## config.mk

```make
export PLATFORM = sky130hd
export DESIGN_NAME = bpsk_rx_frame_ctrl
export DESIGN_NICKNAME = d
export VERILOG_FILES = /design/src/rtl/bpsk_rx_pkg.sv /design/src/rtl/bpsk_symbol_timing.sv /design/src/rtl/bpsk_rx_frame_ctrl.sv
export SDC_FILE = /design/constraint.sdc
export NUM_CORES = 1
export LEC_CHECK = 0
export BUFFER_PORTS_ARGS = -buffer_cell sky130_fd_sc_hd__buf_2
export CAP_MARGIN = 15
export CORE_ASPECT_RATIO = 2
export CORE_UTILIZATION = 48
export DETAILED_ROUTE_END_ITERATION = 7
export PLACE_DENSITY_LB_ADDON = 0.15
export SLEW_MARGIN = 20
export SYNTH_ARGS = -nofsm -noshare
export SYNTH_HDL_FRONTEND = slang
export SYNTH_HIERARCHICAL = 1
export SYNTH_SLANG_ARGS = --single-unit
export TNS_END_PERCENT = 5
```

## constraint.sdc

```tcl
create_clock -name clk -period 4.24 [get_ports clk]
set_input_delay 0.636 -clock clk [delete_from_list [all_inputs] [get_ports clk]]
set_output_delay 0.636 -clock clk [all_outputs]
set_load 0.03 [all_outputs]
```

## src/rtl/bpsk_rx_pkg.sv

```systemverilog
// Shared types and default parameters for the BPSK receive frame controller.
package bpsk_rx_pkg;

  localparam int          DEFAULT_SPS       = 80;
  localparam logic [31:0] DEFAULT_SYNC_WORD = 32'h0000_D391;

  typedef enum logic [1:0] {
    HUNT,
    LEN,
    PAYLOAD
  } rx_state_t;

  typedef struct packed {
    logic [7:0] data;
    logic       last;
  } rx_entry_t;

endpackage

```

## src/rtl/bpsk_symbol_timing.sv

```systemverilog
// Symbol timing recovery: re-phases a free-running symbol counter on every
// demod transition and strobes mid-symbol.
module bpsk_symbol_timing
  import bpsk_rx_pkg::*;
#(
  parameter int SAMPLES_PER_SYMBOL = DEFAULT_SPS
) (
  input  logic clk,
  input  logic rst,
  input  logic i_enable,
  input  logic i_demod_bit,
  output logic o_sample_stb,
  output logic o_sample_bit
);

  localparam int             CW   = $clog2(SAMPLES_PER_SYMBOL);
  localparam logic [CW-1:0] LAST  = CW'(SAMPLES_PER_SYMBOL - 1);
  localparam logic [CW-1:0] HALF  = CW'(SAMPLES_PER_SYMBOL / 2);

  logic          r_prev_bit;
  logic [CW-1:0] r_sym_cnt;
  logic          w_edge;

  assign w_edge = (i_demod_bit != r_prev_bit);

  // NOTE: sequential state uses non-blocking assignments so every flop
  // samples the pre-edge values regardless of statement order.
  always_ff @(posedge clk) begin
    if (rst) begin
      r_prev_bit <= 1'b0;
      r_sym_cnt  <= '0;
    end else begin
      r_prev_bit <= i_demod_bit;
      if (!i_enable)
        r_sym_cnt <= '0;
      else if (w_edge)
        r_sym_cnt <= CW'(1);
      else if (r_sym_cnt == LAST)
        r_sym_cnt <= '0;
      else
        r_sym_cnt <= r_sym_cnt + 1'b1;
    end
  end

  // The bit sampled is the one held before this cycle's input.
  assign o_sample_stb = i_enable && !w_edge && (r_sym_cnt == HALF);
  assign o_sample_bit = r_prev_bit;

endmodule

```

## src/rtl/bpsk_rx_frame_ctrl.sv

```systemverilog
// Receive frame sequencer: sync hunt with polarity resolution, length parse,
// payload byte assembly into a 2-entry non-stalling output buffer.
module bpsk_rx_frame_ctrl
  import bpsk_rx_pkg::*;
#(
  parameter int          SAMPLES_PER_SYMBOL = DEFAULT_SPS,
  parameter int          SYNC_BITS          = 16,
  parameter logic [31:0] SYNC_WORD          = DEFAULT_SYNC_WORD
) (
  input  logic       clk,
  input  logic       rst,
  input  logic       enable,
  input  logic       demod_bit,
  output logic [7:0] byte_out,
  output logic       byte_valid,
  input  logic       byte_ready,
  output logic       byte_last,
  output logic       frame_start,
  output logic       frame_done,
  output logic       overflow,
  output logic       busy
);

  localparam logic [SYNC_BITS-1:0] SYNC = SYNC_WORD[SYNC_BITS-1:0];

  rx_state_t            r_state;
  logic [SYNC_BITS-2:0] r_shift;
  logic                 r_invert;
  logic [2:0]           r_bit_cnt;
  logic [6:0]           r_byte_sr;
  logic [7:0]           r_remain;
  logic                 r_frame_start, r_frame_done, r_overflow;

  rx_entry_t            r_fifo [2];
  logic                 r_rd_ptr, r_wr_ptr;
  logic [1:0]           r_count;

  logic                 w_stb, w_raw_bit, w_bit;
  logic [SYNC_BITS-1:0] w_shift_nxt;
  logic [7:0]           w_byte_nxt;
  logic                 w_push, w_pop, w_push_ok, w_drop, w_last;
  rx_entry_t            w_head;

  bpsk_symbol_timing #(.SAMPLES_PER_SYMBOL(SAMPLES_PER_SYMBOL)) u_timing (
    .clk          (clk),
    .rst          (rst),
    .i_enable     (enable),
    .i_demod_bit  (demod_bit),
    .o_sample_stb (w_stb),
    .o_sample_bit (w_raw_bit)
  );

  // Sync hunting sees raw polarity; everything after sync is corrected.
  assign w_bit       = (r_state == HUNT) ? w_raw_bit : (w_raw_bit ^ r_invert);
  assign w_shift_nxt = {r_shift, w_raw_bit};
  assign w_byte_nxt  = {r_byte_sr, w_bit};
  assign w_last      = (r_remain == 8'd1);

  assign w_push    = w_stb && (r_state == PAYLOAD) && (r_bit_cnt == 3'd7);
  assign w_pop     = byte_valid && byte_ready;
  assign w_push_ok = w_push && ((r_count != 2'd2) || w_pop);
  assign w_drop    = w_push && !w_push_ok;

  always_ff @(posedge clk) begin
    if (rst || !enable) begin
      r_state       <= HUNT;
      r_shift       <= '0;
      r_invert      <= 1'b0;
      r_bit_cnt     <= '0;
      r_byte_sr     <= '0;
      r_remain      <= '0;
      r_frame_start <= 1'b0;
      r_frame_done  <= 1'b0;
      if (rst) r_overflow <= 1'b0;
    end else begin
      r_frame_start <= 1'b0;
      r_frame_done  <= 1'b0;
      if (w_drop) r_overflow <= 1'b1;
      if (w_stb) begin
        unique case (r_state)
          HUNT: begin
            r_shift <= w_shift_nxt[SYNC_BITS-2:0];
            if ((w_shift_nxt == SYNC) || (w_shift_nxt == ~SYNC)) begin
              r_invert      <= (w_shift_nxt != SYNC);
              r_state       <= LEN;
              r_bit_cnt     <= '0;
              r_frame_start <= 1'b1;
              r_overflow    <= 1'b0;
            end
          end
          LEN: begin
            r_byte_sr <= w_byte_nxt[6:0];
            r_bit_cnt <= r_bit_cnt + 1'b1;
            if (r_bit_cnt == 3'd7) begin
              r_remain <= w_byte_nxt;
              if (w_byte_nxt == 8'd0) begin
                r_frame_done <= 1'b1;
                r_state      <= HUNT;
                r_shift      <= '0;
              end else begin
                r_state <= PAYLOAD;
              end
            end
          end
          PAYLOAD: begin
            r_byte_sr <= w_byte_nxt[6:0];
            r_bit_cnt <= r_bit_cnt + 1'b1;
            if (r_bit_cnt == 3'd7) begin
              r_remain <= r_remain - 1'b1;
              if (w_last) begin
                r_frame_done <= 1'b1;
                r_state      <= HUNT;
                r_shift      <= '0;
              end
            end
          end
          default: r_state <= HUNT;
        endcase
      end
    end
  end

  // Pop frees a slot before the push lands, so a full buffer drained this
  // cycle still accepts the new byte.
  always_ff @(posedge clk) begin
    if (rst || !enable) begin
      r_rd_ptr <= 1'b0;
      r_wr_ptr <= 1'b0;
      r_count  <= '0;
    end else begin
      if (w_push_ok) r_wr_ptr <= ~r_wr_ptr;
      if (w_pop)     r_rd_ptr <= ~r_rd_ptr;
      r_count <= r_count + 2'(w_push_ok) - 2'(w_pop);
    end
  end

  // NOTE: buffer storage carries no reset; occupancy is tracked by the
  // pointers and the output is masked while empty.
  always_ff @(posedge clk) begin
    if (w_push_ok) r_fifo[r_wr_ptr] <= '{data: w_byte_nxt, last: w_last};
  end

  assign w_head      = r_fifo[r_rd_ptr];
  assign byte_valid  = (r_count != 2'd0);
  assign byte_out    = byte_valid ? w_head.data : 8'd0;
  assign byte_last   = byte_valid && w_head.last;
  assign frame_start = r_frame_start;
  assign frame_done  = r_frame_done;
  assign overflow    = r_overflow;
  assign busy        = (r_state != HUNT);

endmodule

```

==> implementation parameters, run 1 <==
Parameter                              Value

Status
  Result of the run ... complete, no violations

Floorplanning
  Die Area ... 0.00779 mm^2
  Die width ... 62.9 um
  Site row count ... 44
  Y dimension of the die ... 124 um
  Initial Util ... 49.4%
  Core Box Area ... 0.00721 mm^2
  IO Count ... 19

Global routing
  Total congestion overflow ... 0
  Maximum number of pins on one net before global-route repair ... 38
  Antenna violations before repair ... 0
  First-pass GRT wire length ... 12400 um
  Total routing usage reported by global routing ... 21.2%
  Vias in the first global route ... 2615

STA
  Final worst clock skew ... 4.22 ps
  TNS Setup ... 0 ps
  Max Freq ... 347 MHz
  Number of pins with negative max-slew slack in the final report ... 0
  Unrepaired setup endpoints after global routing ... no
  Slew margin rel. ... 31.8%
  Period utilization ... 68.0%
  Minimum period implied by the final worst setup slack ... 2880 ps
  Slew at the pin with the worst max-slew slack ... 1020 ps
  Hold violation count in the final report ... 0
  Count of endpoints failing setup in the final report ... 0

Power
  Power density normalized to cell area ... 386 mW/mm^2
  Max rail drop VDD ... 0.222 mV
  Total power ... 1.55 mW
  Standby leakage power ... 1.45 nW

Cells and area
  Antenna diodes ... 0
  Nets ... 395
  Layout cell share with drive strength beyond 1 ... 17.0%
  Most used cells in the layout excluding fill and tap cells ... 51 x dfxtp_1, 40 x nor2_1, 34 x a21oi_1
  Most frequent standard cell in the layout excluding fill and tap cells ... dfxtp_1
  Area added between synthesis and finish ... 13.0%

Setup path
  Data arrival time of the critical path ... 2840 ps
  Depth of the most critical reg-to-reg path ... 8
  Capture instance of the worst register-to-register path ... r_fifo[0][7]
  Startpoint of the lowest-slack register-to-register path ... u_timing/o_sample_bit
  Critical path cell sequence ... xnor2_2, nand4_1, nor4b_1, buf_4, nand2_1, nor3_1, inv_1, nor2_1
  R2r setup slk ... 1360 ps
  Max Fanout on Critical Path ... 9
  Delay of the slowest critical-path stage ... 590 ps
  Setup crit start kind ... flip-flop
  Setup Crit Path Kind ... reg2reg
  Required time reported for the critical path endpoint ... 4200 ps
  Kind of end point of the critical path ... flip-flop
  Cell with the largest stage delay on the worst path ... nor2_1

Clock tree
  Htree depth ... 3
  Clock tree from TritonCTS ... built
  Post-CTS setup buffer count ... 0
  CTS Hold Bufs ... 0
  Clock transition at the registers of the reported paths ... 50 ps
  Clock latency at the later pin of the worst-skew pair ... 330 ps
  Num CTS Buffers ... 9
  Cell at the root of the clock tree ... clkbuf_16
  Max clock buf depth ... 2
  Cells resized by post-CTS repair ... 0
  Number of sinks on the clock net ... 70

Run
  Max-cap viol count ... 0

Synth
  Synthesized instance count ... 364
  Count of different cell masters after synthesis ... 60
  Post-synthesis register bit count ... 70
  Mean post-synth cell area ... 9.78 um^2
  Post-synth top flop ... dfxtp_1
  Cell accounting for the most synthesized area ... dfxtp_1
  FFs w/ async S/R, synth ... 0%
  Nets in the synthesized netlist ... 381
  Count of flip-flops with a built-in enable after synthesis ... 19
  Syn. warnings ... 6
  Sequential share of the synthesized area ... 44.7%
  Post-synth top area share ... 28.7%
  Cells taking the most area after synthesis ... dfxtp_1 29%, edfxtp_1 16%, a21oi_1 4.8%
  Post-Syn Area ... 0.00356 mm^2

Min path
  Hold path startpoint ... r_bit_cnt[1]
  Instance count along the most critical hold path ... 1
  Worst min path class ... reg2reg
  Hold Crit Endpoint ... r_bit_cnt[1]

Detailed routing
  Vias post-DR ... 2704
  Routed length per placed instance ... 16.0 um
  Vias per inst ... 5.69
  Aggregate routed wire length ... 7620 um
  Starting DRC count in detailed routing ... 111
  Drt pass-1 iters ... 4
  Total DRC errors in the routed layout ... 0
  Final ANT Viol Nets ... 0

Placed design
  Gp weighted congestion ... 0.899
  Count of buffers inserted at the top-level ports ... 18
  DP HPWL ... 5410 um
-- area by class of cell --
| class | count | area, um^2 |
|---|---|---|
| fillers | 637 | 3190 |
| clock buffers | 11 | 233 |
| flip-flops and latches | 70 | 1590 |
| multi-input cells | 260 | 1810 |
| repair buffers | 22 | 120 |
| inverters | 15 | 58.8 |
| well taps | 92 | 115 |
| clock inverters | 5 | 98.8 |
-- how the worst max path moves through the flow --
stage	from	endpoint	cells past startpoint	slack, ps
final	u_timing/o_sample_bit	r_fifo[0][7]	8	1360
after global routing	u_timing/o_sample_bit	r_fifo[0][1]	8	1040
after CTS	u_timing/o_sample_bit	r_fifo[0][7]	8	1330
after detailed placement	demod_bit	r_fifo[0][5]	9	1150
after global placement	demod_bit	r_fifo[0][3]	9	1180
after floorplan	demod_bit	r_count[1]	12	970
-- where the power goes --
part	switching, mW	internal (mW)	total [mW]
clock	0.266	0.571	0.837
combinational	0.0176	0.00907	0.0266
sequential	0.00263	0.686	0.688
total	0.286	1.27	1.55
-- synthesized netlist by cell type (3+ instances only) --
cell type / n
a211oi_1: 5
a21oi_1: 34
and2_1: 4
buf_2: 3
buf_6: 4
clkbuf_1: 9
dfxtp_1: 51
edfxtp_1: 19
ha_1: 12
inv_1: 14
mux2i_1: 9
nand2_1: 25
nand2b_1: 3
nand3_1: 4
nand4_1: 19
nor2_1: 40
nor2b_1: 20
nor3_1: 8
nor4b_1: 3
nor4bb_1: 4
o21ai_0: 7
o31ai_1: 7
o31ai_2: 8
xnor2_1: 4
-- sequential cells by signal, indices dropped and copies added (netlist names), named ones only --
name,cells
r_fifo,18
r_shift,15
r_remain,8
r_byte_sr,7
u_timing/r_sym_cnt,7
r_bit_cnt,3
r_count,2
r_state,2
frame_done,1
frame_start,1
overflow,1
r_invert,1
r_rd_ptr,1
r_wr_ptr,1
u_timing/o_sample_bit,1
-- worst max-delay path: cells and delay by family, from the launching register on --
| kind | cells | cell delay, ps |
|---|---|---|
| flip-flops | 1 | 550 |
| buffers and inverters | 2 | 320 |
| AND/OR/NAND/NOR | 5 | 1440 |
| XOR/XNOR | 1 | 200 |
-- routing by layer --
metal | share of wire, % | vias up | GRT usage [%]
li1 | - | 1349 | -
met2 | 58 | 38 | 42.1
met4 | 3.3 | 0 | 14.1
met1 | 37 | 1299 | 19.3
met5 | 0 | - | 0
met3 | 1.9 | 18 | 3.11
-- per-stage QoR --
step / utilization [%] / hold WS [ps] / worst slack (ps) / cell area, um^2 / cells
after floorplan: - / 446 / 969 / 3560 / 364
final: 55.8 / 473 / 1360 / 4020 / 475
after global routing: 55.8 / 506 / 1040 / 4020 / 475
after detailed placement: 51.2 / 467 / 1150 / 3690 / 459
after global placement: 51.2 / 450 / 1180 / 3690 / 459
after CTS: 55.8 / 479 / 1330 / 4020 / 475
-- logic make-up (layout without fill, tap and decap cells) --
group	count (synthesis)	in the layout	share of synthesized area [%]
xor gates and xnor gates	8	8	2.71
AOI/OAI and AO/OA	86	86	18.5
DFF	70	70	44.7
and+or+nand+nor	144	144	22.3
buffers and inverters	34	53	4.71
muxes	10	10	2.85
adders and majority gates	12	12	4.22
Note: power is estimated with default switching activity, not from simulation.
==> inputs of run 2 (changes only) <==
clock period = 2.85 ns   (was 4.24 ns; I/O delays follow)
==> implementation parameters, run 2 (synthesis gave the netlist of run 1 again) <==
Parameter                              Value

Placed design
  # placed instances ... 465 (was 459)
  DP HPWL ... 5510 um (was 5410 um)
  Count of buffers inserted at the top-level ports ... 18 (unchanged)
  Gp weighted congestion ... 0.858 (was 0.899)

Cells and area
  Layout cell share with drive strength beyond 1 ... 17.7% (was 17.0%)
  Number of inserted filler cells in the final layout ... 663 (was 637)
  Most used cells in the layout excluding fill and tap cells ... 51 x dfxtp_1, 40 x nor2_1, 34 x a21oi_1 (unchanged)
  Nets ... 401 (was 395)
  Non-filler cells, final ... 481 (was 475)
  Area added between synthesis and finish ... 12.9% (was 13.0%)
  Largest registers ... r_fifo: 18 flops, r_shift: 15 flops, r_remain: 8 flops (unchanged)
  Number of flip-flops under the largest register name ... 18 (unchanged)
  Antenna diodes ... 0 (unchanged)
  Most frequent standard cell in the layout excluding fill and tap cells ... dfxtp_1 (unchanged)
  Top reg by flops ... r_fifo (unchanged)

Setup path
  Setup Crit Path Kind ... reg2reg (unchanged)
  Kind of end point of the critical path ... flip-flop (unchanged)
  Max Fanout on Critical Path ... 7 (was 9)
  Setup crit start kind ... flip-flop (unchanged)
  Data arrival time of the critical path ... 2730 ps (was 2840 ps)
  Required time reported for the critical path endpoint ... 3060 ps (was 4200 ps)

STA
  Hold violation count in the final report ... 0 (unchanged)
  Minimum period implied by the final worst setup slack ... 2520 ps (was 2880 ps)
  Count of endpoints failing setup in the final report ... 0 (unchanged)
  TNS Setup ... 0 ps (unchanged)
  Final worst clock skew ... 5.36 ps (was 4.22 ps)
  Slew margin rel. ... 33.1% (was 31.8%)
  Unrepaired setup endpoints after global routing ... no (unchanged)
  Max Freq ... 397 MHz (was 347 MHz)
  Period utilization ... 88.4% (was 68.0%)
  Number of pins with negative max-slew slack in the final report ... 0 (unchanged)
  Slew at the pin with the worst max-slew slack ... 1000 ps (was 1020 ps)

Run
  Max-cap viol count ... 0 (unchanged)

Detailed routing
  Total DRC errors in the routed layout ... 0 (unchanged)
  Vias per inst ... 5.81 (was 5.69)
  Routed length per placed instance ... 16.0 um (about the same)
  Drt pass-1 iters ... 5 (was 4)
  Starting DRC count in detailed routing ... 136 (was 111)
  Vias post-DR ... 2796 (was 2704)
  Aggregate routed wire length ... 7710 um (was 7620 um)
  Final ANT Viol Nets ... 0 (unchanged)

Clock tree
  Clock latency at the later pin of the worst-skew pair ... 330 ps (about the same)
  Max clock buf depth ... 2 (unchanged)
  Cell at the root of the clock tree ... clkbuf_16 (unchanged)
  Num CTS Buffers ... 9 (unchanged)
  Clock tree from TritonCTS ... built (unchanged)
  CTS Hold Bufs ... 0 (unchanged)
  Cells resized by post-CTS repair ... 0 (unchanged)
  Htree depth ... 3 (unchanged)
  Number of sinks on the clock net ... 70 (unchanged)
  Post-CTS setup buffer count ... 0 (unchanged)
  Clock transition at the registers of the reported paths ... 50 ps (about the same)

Power
  Net switching power figure ... 0.410 mW (was 0.286 mW)
  Portion of total power attributed to sequential cells ... 48.3% (was 44.3%)
  Switching fraction of total power ... 19.4% (was 18.4%)
  Standby leakage power ... 1.46 nW (was 1.45 nW)
  Internal ... 1.71 mW (was 1.27 mW)
  Total power ... 2.12 mW (was 1.55 mW)
  Combinational cell fraction of total power ... 2.0% (was 1.7%)
  Power density normalized to cell area ... 526 mW/mm^2 (was 386 mW/mm^2)
  Part of the power in the clock network ... 49.7% (was 53.9%)
  Max rail drop VDD ... 0.367 mV (was 0.222 mV)

Floorplanning
  Core Box Area ... 0.00721 mm^2 (unchanged)
  Initial Util ... 49.4% (unchanged)
  Y dimension of the die ... 124 um (unchanged)
  Site row count ... 44 (unchanged)
  Die Area ... 0.00779 mm^2 (unchanged)
  Die width ... 62.9 um (unchanged)
  IO Count ... 19 (unchanged)

Global routing
  Total congestion overflow ... 0 (unchanged)
  Maximum number of pins on one net before global-route repair ... 32 (was 38)
  Total routing usage reported by global routing ... 21.6% (was 21.2%)
  Antenna violations before repair ... 0 (unchanged)
  First-pass GRT wire length ... 12700 um (was 12400 um)
  Vias in the first global route ... 2660 (was 2615)

Status
  Result of the run ... complete, no violations (unchanged)

Min path
  Worst min path class ... in2reg (was reg2reg)
## run 2: power groups by stage
stage	registers (mW)	clock network, mW	logic (mW)
after global routing	1.02	1.11	0.0479
after CTS	1.02	1.07	0.0433
after floorplan	1.05	0	0.0260
after detailed placement	1.04	0	0.0432
final	1.02	1.05	0.0430
after global placement	1.04	0	0.0427
## run 2: final cells by class
| cell class | count | area [um^2] | area share, % |
|---|---|---|---|
| clock buffers | 13 | 240 | 5.97 |
| clock inverters | 3 | 37.5 | 0.933 |
| well taps | 92 | 115 | 2.86 |
| inverters | 15 | 58.8 | 1.46 |
| flip-flops and latches | 70 | 1590 | 39.6 |
| repair buffers | 28 | 165 | 4.11 |
| multi-input cells | 260 | 1810 | 45.1 |
## run 2: layer usage
metal  wire (um)  vias up  global-route usage (%)
met5           0        -                       0
met4         356        0                    15.8
met3         211       25                    2.84
met2        4330       59                    42.2
met1        2810     1351                    19.9
li1            -     1361                       -
## run 2: final timing paths
path / end / from / cells past startpoint / slack, ps
hold / removal: u_timing/o_sample_bit / rst / 2 / 330
setup / recovery: r_count[1] / u_timing/r_sym_cnt[5] / 12 / 330
hold reg to reg: r_bit_cnt[1] / r_bit_cnt[1] / 1 / 470
setup reg to reg: r_count[1] / u_timing/r_sym_cnt[5] / 12 / 330
## run 2: critical path, stage by stage, from the launching register on
cell and delay (ps):
dfxtp_1 440, and2b_2 180, nand4_1 100, nor4b_2 320
nand2_1 110, nor3_1 290, inv_1 100, ha_1 280
inv_1 60, ha_1 150, xor2_1 180, xnor2_1 140
nor2_1 50
## run 2: through the flow
stage	worst slack, ps	cell area (um^2)	util, %	hold WS, ps
floorplan	31.7	3570	-	446
global placement	187	3740	51.9	451
detailed placement	146	3740	51.9	462
CTS	335	4020	55.8	326
global route	127	4020	55.8	355
finish	332	4020	55.8	327
